`config.mk`:
```
export PLATFORM = sky130hd
export DESIGN_NAME = en_data_arbiter
export DESIGN_NICKNAME = d
export VERILOG_FILES = /design/src/rtl/en_arb_pkg.sv /design/src/rtl/rr_pick.sv /design/src/rtl/en_data_arbiter.sv
export SDC_FILE = /design/constraint.sdc
export NUM_CORES = 1
export LEC_CHECK = 0
export BUFFER_PORTS_ARGS = -buffer_cell sky130_fd_sc_hd__buf_2
export CAP_MARGIN = 20
export CELL_PAD_IN_SITES_DETAIL_PLACEMENT = 1
export CELL_PAD_IN_SITES_GLOBAL_PLACEMENT = 2
export CORE_MARGIN = 2
export CORE_UTILIZATION = 39
export CTS_BUF_LIST = sky130_fd_sc_hd__clkbuf_4 sky130_fd_sc_hd__clkbuf_8
export DETAILED_ROUTE_END_ITERATION = 10
export GPL_TIMING_DRIVEN = 0
export PLACE_DENSITY = 0.88
export SYNTH_ARGS = -nofsm -noshare
export SYNTH_HDL_FRONTEND = slang
export SYNTH_SLANG_ARGS = --single-unit
export TNS_END_PERCENT = 100
```
`constraint.sdc`:
```
create_clock -name clock -period 7.55 [get_ports clock]
set_clock_uncertainty 0.2 [all_clocks]
set_input_delay 0.3775 -clock clock [delete_from_list [all_inputs] [get_ports clock]]
set_output_delay 0.3775 -clock clock [all_outputs]
set_load 0.02 [all_outputs]
```
`src/rtl/en_arb_pkg.sv`:
```
// Shared types for the en/a round-robin arbiter family.
package en_arb_pkg;

  typedef enum logic [1:0] {
    IDLE,
    GRANT,
    GAP
  } state_e;

endpackage

```
`src/rtl/rr_pick.sv`:
```
// Rotate-priority picker: first asserted req at or after ptr, scanning upward modulo N.
module rr_pick
  import en_arb_pkg::*;
#(
  parameter int N  = 4,
  parameter int PW = (N > 1) ? $clog2(N) : 1
) (
  input  logic [N-1:0]  req,
  input  logic [PW-1:0] ptr,
  output logic [N-1:0]  win_oh,
  output logic [PW-1:0] win_idx
);

  always_comb begin
    logic          found;
    logic [PW:0]   idx;
    win_oh  = '0;
    win_idx = '0;
    found   = 1'b0;
    idx     = '0;
    for (int off = 0; off < N; off++) begin
      // extra bit keeps ptr+off from overflowing before the modulo fold
      idx = {1'b0, ptr} + (PW+1)'(off);
      if (idx >= (PW+1)'(N)) idx = idx - (PW+1)'(N);
      if (!found && req[idx[PW-1:0]]) begin
        found                = 1'b1;
        win_oh[idx[PW-1:0]]  = 1'b1;
        win_idx              = idx[PW-1:0];
      end
    end
  end

endmodule

```
`src/rtl/en_data_arbiter.sv`:
```
// Round-robin arbiter driving a shared en/a pair; each grant opens a HOLD-cycle
// window with the winner's data frozen on a, followed by a one-cycle gap.
//
// state | meaning
// IDLE  | no window open; arbitrate on any req
// GRANT | en high, winner data held on a
// GAP   | single low cycle so every grant yields a fresh en rise
module en_data_arbiter
  import en_arb_pkg::*;
#(
  parameter int N    = 4,
  parameter int W    = 1,
  parameter int HOLD = 4
) (
  input  logic           clock,
  input  logic           rst_n,
  input  logic [N-1:0]   req,
  input  logic [N*W-1:0] data_in,
  output logic [N-1:0]   grant,
  output logic           en,
  output logic [W-1:0]   a,
  output logic           busy
);

  localparam int PW = (N > 1) ? $clog2(N) : 1;
  localparam int CW = $clog2(HOLD + 1);

  state_e        state_q, state_d;
  logic [CW-1:0] cnt_q, cnt_d;
  logic [PW-1:0] ptr_q, ptr_d;
  logic [PW-1:0] win_idx;
  logic [N-1:0]  win_oh;
  logic [N-1:0]  grant_q, grant_d;
  logic [W-1:0]  a_q, a_d;
  logic          en_q, en_d;
  logic          busy_q, busy_d;
  logic [W-1:0]  lane [N];
  logic          start, hold_done, owner_req;

  for (genvar i = 0; i < N; i++) begin : g_lane
    assign lane[i] = data_in[i*W +: W];
  end

  rr_pick #(.N(N), .PW(PW)) u_pick (
    .req     (req),
    .ptr     (ptr_q),
    .win_oh  (win_oh),
    .win_idx (win_idx)
  );

  assign start     = (state_q == IDLE) && (|req);
  assign hold_done = (cnt_q == CW'(HOLD - 1));
  assign owner_req = |(req & grant_q);

  always_ff @(posedge clock or negedge rst_n) begin
    if (!rst_n) begin
      state_q <= IDLE;
      cnt_q   <= '0;
      ptr_q   <= '0;
      grant_q <= '0;
      a_q     <= '0;
      en_q    <= 1'b0;
      busy_q  <= 1'b0;
    end else begin
      state_q <= state_d;
      cnt_q   <= cnt_d;
      ptr_q   <= ptr_d;
      grant_q <= grant_d;
      a_q     <= a_d;
      en_q    <= en_d;
      busy_q  <= busy_d;
    end
  end

  always_comb begin
    state_d = state_q;
    cnt_d   = cnt_q;
    ptr_d   = ptr_q;
    unique case (state_q)
      IDLE: begin
        if (start) begin
          state_d = GRANT;
          cnt_d   = '0;
          ptr_d   = (win_idx == PW'(N - 1)) ? '0 : win_idx + PW'(1);
        end
      end
      GRANT: begin
        if (hold_done || !owner_req) begin
          state_d = GAP;
          cnt_d   = '0;
        end else begin
          cnt_d = cnt_q + CW'(1);
        end
      end
      GAP:     state_d = IDLE;
      default: state_d = IDLE;
    endcase
  end

  // a only samples data_in on the capture edge; it is frozen for the rest of the window
  always_comb begin
    grant_d = '0;
    a_d     = '0;
    en_d    = (state_d == GRANT);
    busy_d  = (state_d != IDLE);
    if (start) begin
      grant_d = win_oh;
      a_d     = lane[win_idx];
    end else if (state_d == GRANT) begin
      grant_d = grant_q;
      a_d     = a_q;
    end
  end

  assign grant = grant_q;
  assign en    = en_q;
  assign a     = a_q;
  assign busy  = busy_q;

endmodule

```
== Word-level counts from Yosys, hierarchy flattened ==
Index checks and enable logic that the tools add are counted.

* Register bits: 14
* Input bits: 10
* Output and inout bits: 7
* Word-level logic and storage cells: 105

* $add $sub $neg: 9
* Order comparisons: 13
* Equality and inequality tests: 6
* Multiplexer cells: 45
* Bitwise logic cells: 5
* Reductions and logical operators: 20

{| class="wikitable"
|+ Operators by type and width
! kind !! count
|-
| $mux 4 || 6
|-
| $mux 2 || 11
|-
| $mux 1 || 15
|-
| $ge 3x3->1 const B || 4
|-
| $lt 2x3->1 const B || 4
|-
| $or 4x4->4 || 3
|-
| $bmux 1 s2 || 5
|-
| $demux 1 s2 || 4
|-
| $ge 2x1->1 const B || 4
|-
| $logic_and 1x1->1 || 8
|-
| $reduce_or 4->1 || 2
|-
| $sub 2x1->2 const B || 4
|-
| $add 2x2->3 const B || 2
|-
| $mux 3 || 2
|-
| $pmux 3 s2 || 1
|-
| $and 4x4->4 || 1
|-
| $eq 2x1->1 const B || 2
|-
| $logic_not 1->1 || 4
|-
| $pmux 2 s2 || 1
|-
| $reduce_and 2->1 || 2
|-
| $reduce_bool 2->1 || 2
|-
| $add 2x1->3 const B || 1
|-
| $add 3x1->3 const B || 1
|-
| $eq 3x2->1 const B || 1
|-
| 8 further kinds || 8
|}

== Logic depth before layout (Yosys ltp) ==
* Depth in word-level cells: 19
* Mapped depth: 9

== Cells and area by module ==
Synthesis repeated with hierarchy kept, for this count alone.

* Cells, all modules: 109
* Area, all modules: 1141.1 µm²

{| class="wikitable"
|+ By module, submodules not included
! module !! times used !! cells each !! area each (µm²) !! sequential area each (µm²)
|-
| en_data_arbiter || 1 || 44 || 651.9 || 350.3
|-
| rr_pick || 1 || 65 || 489.2 || 0.0
|}

== Worst setup path before layout ==
No wires, ideal clock.

* Path type: reg2reg
* Start: register ptr_q[1]
* End: register grant_q[0], in the netlist grant[0]
* Setup time: 0.126 ns
* Data arrival time: 2.224 ns
* Setup slack: 5.000 ns
* Cell stages (with the launch flop): 9
* Clock period less this slack: 2.550 ns
* Cells stage by stage: dfrtp_1 > buf_2 > inv_1 > ha_1 > buf_6 > mux4_2 > a22oi_1 > a211oi_1 > a221o_1

* Word-level cells in the longest chain between the ends: 15

{| class="wikitable"
|+ RTL lines
! what !! RTL line !! RTL
|-
| from (decl) || en_data_arbiter.sv:30 || <nowiki>logic [PW-1:0] ptr_q, ptr_d;</nowiki>
|-
| from (signal assigned) || en_data_arbiter.sv:67 || <nowiki>ptr_q <= ptr_d;</nowiki>
|-
| parallel branches: the longest is 13 deep, another holds $add 2x1->3 || - ||
|-
| $mux 4 (*) || rr_pick.sv:25 || <nowiki>if (!found && req[idx[PW-1:0]]) begin</nowiki>
|-
| $mux 4 (*) || en_data_arbiter.sv:106 || <nowiki>if (start) begin</nowiki>
|-
| to (signal assigned) || en_data_arbiter.sv:68 || <nowiki>grant_q <= grant_d;</nowiki>
|-
| to (decl) || en_data_arbiter.sv:33 || <nowiki>logic [N-1:0] grant_q, grant_d;</nowiki>
|}

Every way passes the cells marked *. The select of a mux whose other input is x is not followed.
A chain may end at the register's enable or synchronous reset.

== Worst setup path in the final report ==
Same ends and word-level chain as after synthesis.

==> flow_metrics.py <==
metrics = {
    "logic_synthesis": {
        "synthXorXnorAreaFrac_pct": 1.56,
        "synth_simple_gate_area_share_pct": 15.0,
        "synth_async_sr_flop_share_pct": 100,
        "synth_nets": 138,
        "synth_compound_area_share_pct": 23.7,
        "syn_area_per_cell_um2": 9.53,
        "synth_fa_ha_area_share_pct": 11.1,
        "yosysWarningCount": 0,
        "ys_seq_area_share_pct": 31.1,
        "synthMuxAreaShare_pct": 8.68,
        "synthesis.area_um2": 1120,
        "syn_inst": 118,
        "synthDistinctLibCells": 34,
        "synth_top_family_by_area": "compound AO/OA/AOI/OAI gates",
        "synth_seq_cells": 14,
        "synth_ff_type": "dfrtp_1",
        "synth_edf_count": 0,
    },
    "route": {
        "drc_errors": 0,
        "vias": 978,
        "wire_per_inst_um": 16.1,
        "first_iter_violations": 29,
        "wirelength_um": 2740,
        "vias_per_cell": 5.75,
        "dr.pass1.iters": 4,
        "postRouteAntennaNets": 0,
    },
    "setup_path": {
        "slowest_delay_ps": 590,
        "r2r_start": "ptr_q[1]$_DFFE_PN0P_",
        "crit_chain": "buf_2 > inv_1 > ha_1 > buf_6 > mux4_2 > a22oi_1 > a211oi_1 > a221o_1",
        "slowest_stage": "mux4_2",
        "critPathLaunchType": "flip-flop",
        "cp-endpoint": "grant[0]$_DFFE_PN0P_",
        "end_kind": "flip-flop",
        "required_ps": 7500,
        "r2r_slack_ps": 4660,
        "path_depth": 8,
        "criticalPathCategory": "flip-flop to flip-flop",
        "path_buf_inv": 3,
        "worstPathArrival_ps": 2840,
        "crit_fanout": 10,
        "r2r_end": "grant[0]$_DFFE_PN0P_",
        "critPathLaunch": "ptr_q[1]$_DFFE_PN0P_",
        "r2r_cells": 8,
        "critPathTopFamily": "compound AO/OA/AOI/OAI gates",
    },
    "layout": {
        "synthToLayoutAreaGrowth_pct": 14.7,
        "design_area_um2": 1290,
        "fillers": 330,
        "drive_gt1_share_pct": 25.2,
        "final_nets": 160,
        "mostFrequentLayoutCell": "buf_2",
        "insertedDiodeCount": 0,
        "final_cell_mix": "20 x buf_2, 14 x dfrtp_1, 10 x a21oi_1, 10 x nor2_1, 10 x ha_1",
        "multiInputGateArea_um2": 676,
        "fin_cells": 170,
        "seqCellArea_um2": 350,
    },
    "run": {
        "cap_violations": 0,
    },
    "sta": {
        "min_period_over_period_pct": 38.2,
        "finalSetupViolCount": 0,
        "tightest_slew_ps": 587,
        "relSlewSlack_pct": 60.9,
        "maxSlewViolCount": 0,
        "fmax_ghz": 0.346,
        "tns_ps": 0,
        "fin_ws_ps": 4660,
        "rsz0062_at_grt": "no",
        "final_hold_viol_count": 0,
        "post-route-min-period_ps": 2890,
    },
    "placement": {
        "dp_cells": 165,
        "placed_area_um2": 1240,
        "place.gp.congestion": 0.707,
        "place_ws_ps": 4660,
        "dpl.hpwl_um": 2150,
        "port_buffers": 16,
    },
    "floorplanning": {
        "die_h_um": 57.7,
        "num_io_pins": 17,
        "num_rows": 19,
        "coreArea_um2": 2760,
        "start_util_pct": 40.8,
        "die_w_um": 57.7,
        "die_area_um2": 3330,
    },
    "outcome": {
        "status": "complete, no violations",
    },
    "global_routing": {
        "grt_max_degree": 15,
        "grt_overflow": 0,
        "grt_antenna_before_repair": 0,
        "grt.total_usage_pct": 17.8,
        "grt_pass1_wl_um": 4690,
        "grt_pass1_vias": 1019,
    },
    "clocking": {
        "cts_buffers": 3,
        "clk_pin_slew_ps": 80,
        "clk_latency_ps": 270,
        "clockRootBuffer": "clkbuf_4",
        "cts_resized": 0,
        "cts-htree-levels": 1,
        "cts_sinks": 14,
        "cts_tree": "done",
        "cts_max_path_buffers": 2,
    },
    "hold_path": {
        "hold_class": "flip-flop to flip-flop",
    },
    "pwr": {
        "finalPower_uw": 529,
        "p_leak_nw": 0.599,
        "p_per_area_nw_per_um2": 410,
        "ir_drop_uv": 259,
    },
}
-- metal layers --
metal	part of all wire (%)	up-vias	wire length, um	global-route usage [%]
met5	0	-	0	0
met4	0.80	0	22	5.65
met3	1.1	2	30	1.34
met2	52	7	1420	32.6
met1	46	492	1270	22.2
li1	-	477	-	-
-- cells by family after synthesis --
family | Yosys count
compound gates | 38
xor+xnor | 2
fa+ha+maj | 10
buf+inv | 18
flops | 14
mux | 6
simple gates | 30
-- worst register-to-register path: stages, from the launching register on --
cell and delay [ps]:
dfrtp_1 470, buf_2 300, inv_1 140, ha_1 310, buf_6 130, mux4_2 590, a22oi_1 240, a211oi_1 100
a221o_1 300
-- per-stage QoR --
stage | util [%] | hold WS, ps
6_report | 46.8 | 288
5_1_grt | 46.8 | 326
4_1_cts | 46.8 | 296
2_1_floorplan | - | -118
3_3_place_gp | 45.1 | 81.0
3_5_place_dp | 45.1 | 85.1
-- how the worst min path moves through the flow --
stage,start,end,slack [ps],cells after the start
after floorplan,rst_n,a$_DFFE_PN0P_,-120,0
after CTS,cnt_q[0]$_DFFE_PN0P_,cnt_q[0]$_DFFE_PN0P_,300,1
after global placement,rst_n,grant[3]$_DFFE_PN0P_,80,1
after global routing,cnt_q[0]$_DFFE_PN0P_,cnt_q[0]$_DFFE_PN0P_,330,1
final,cnt_q[0]$_DFFE_PN0P_,cnt_q[0]$_DFFE_PN0P_,290,1
after detailed placement,rst_n,cnt_q[0]$_DFFE_PN0P_,90,1
-- final cells by class --
cell class / instances / area share [%]
Sequential cell: 14 / 27.2
Buffer: 9 / 5.04
Clock buffer: 4 / 2.81
Multi-Input combinational cell: 86 / 52.4
Tap cell: 31 / 3.01
Inverter: 9 / 2.62
Timing Repair Buffer: 17 / 6.98
-- flip-flops by register name, indices dropped and copies added (netlist names) --
signal	count
grant	4
cnt_q	3
a	1
en	1
busy	1
ptr_q	2
state_q	2
-- synthesized netlist by cell type, types with 2 or more instances --
cell | n | area share [%]
a22oi_1 | 6 | 4.0
a21oi_1 | 10 | 4.4
o22ai_1 | 3 | 1.7
mux2i_1 | 3 | 2.7
o21ai_0 | 5 | 2.2
inv_1 | 9 | 3.0
ha_1 | 10 | 11
xnor2_1 | 2 | 1.6
a221o_1 | 4 | 3.6
nor2_1 | 10 | 3.3
nand3_1 | 3 | 1.3
nand2_1 | 6 | 2.0
a211oi_1 | 4 | 2.7
mux4_2 | 3 | 6.0
a31oi_1 | 2 | 1.1
buf_2 | 4 | 1.8
dfrtp_1 | 14 | 31
or3_1 | 2 | 1.1
buf_6 | 3 | 3.0
-- where the power goes --
| group | leakage (nW) | internal (mW) | switching (mW) |
|---|---|---|---|
| Sequential | 0.178 | 0.103 | 0.0244 |
| Clock | 0.0210 | 0.0293 | 0.0226 |
| Combinational | 0.400 | 0.153 | 0.197 |
| Total | 0.599 | 0.286 | 0.244 |
-- repair_timing --
| item | CTS | global route |
|---|---|---|
| hold buffers | 1 | 0 |
| setup buffers | 0 | 0 |
| hold endpoints to repair | 14 | 0 |
Power figures use the tool's default switching activity.
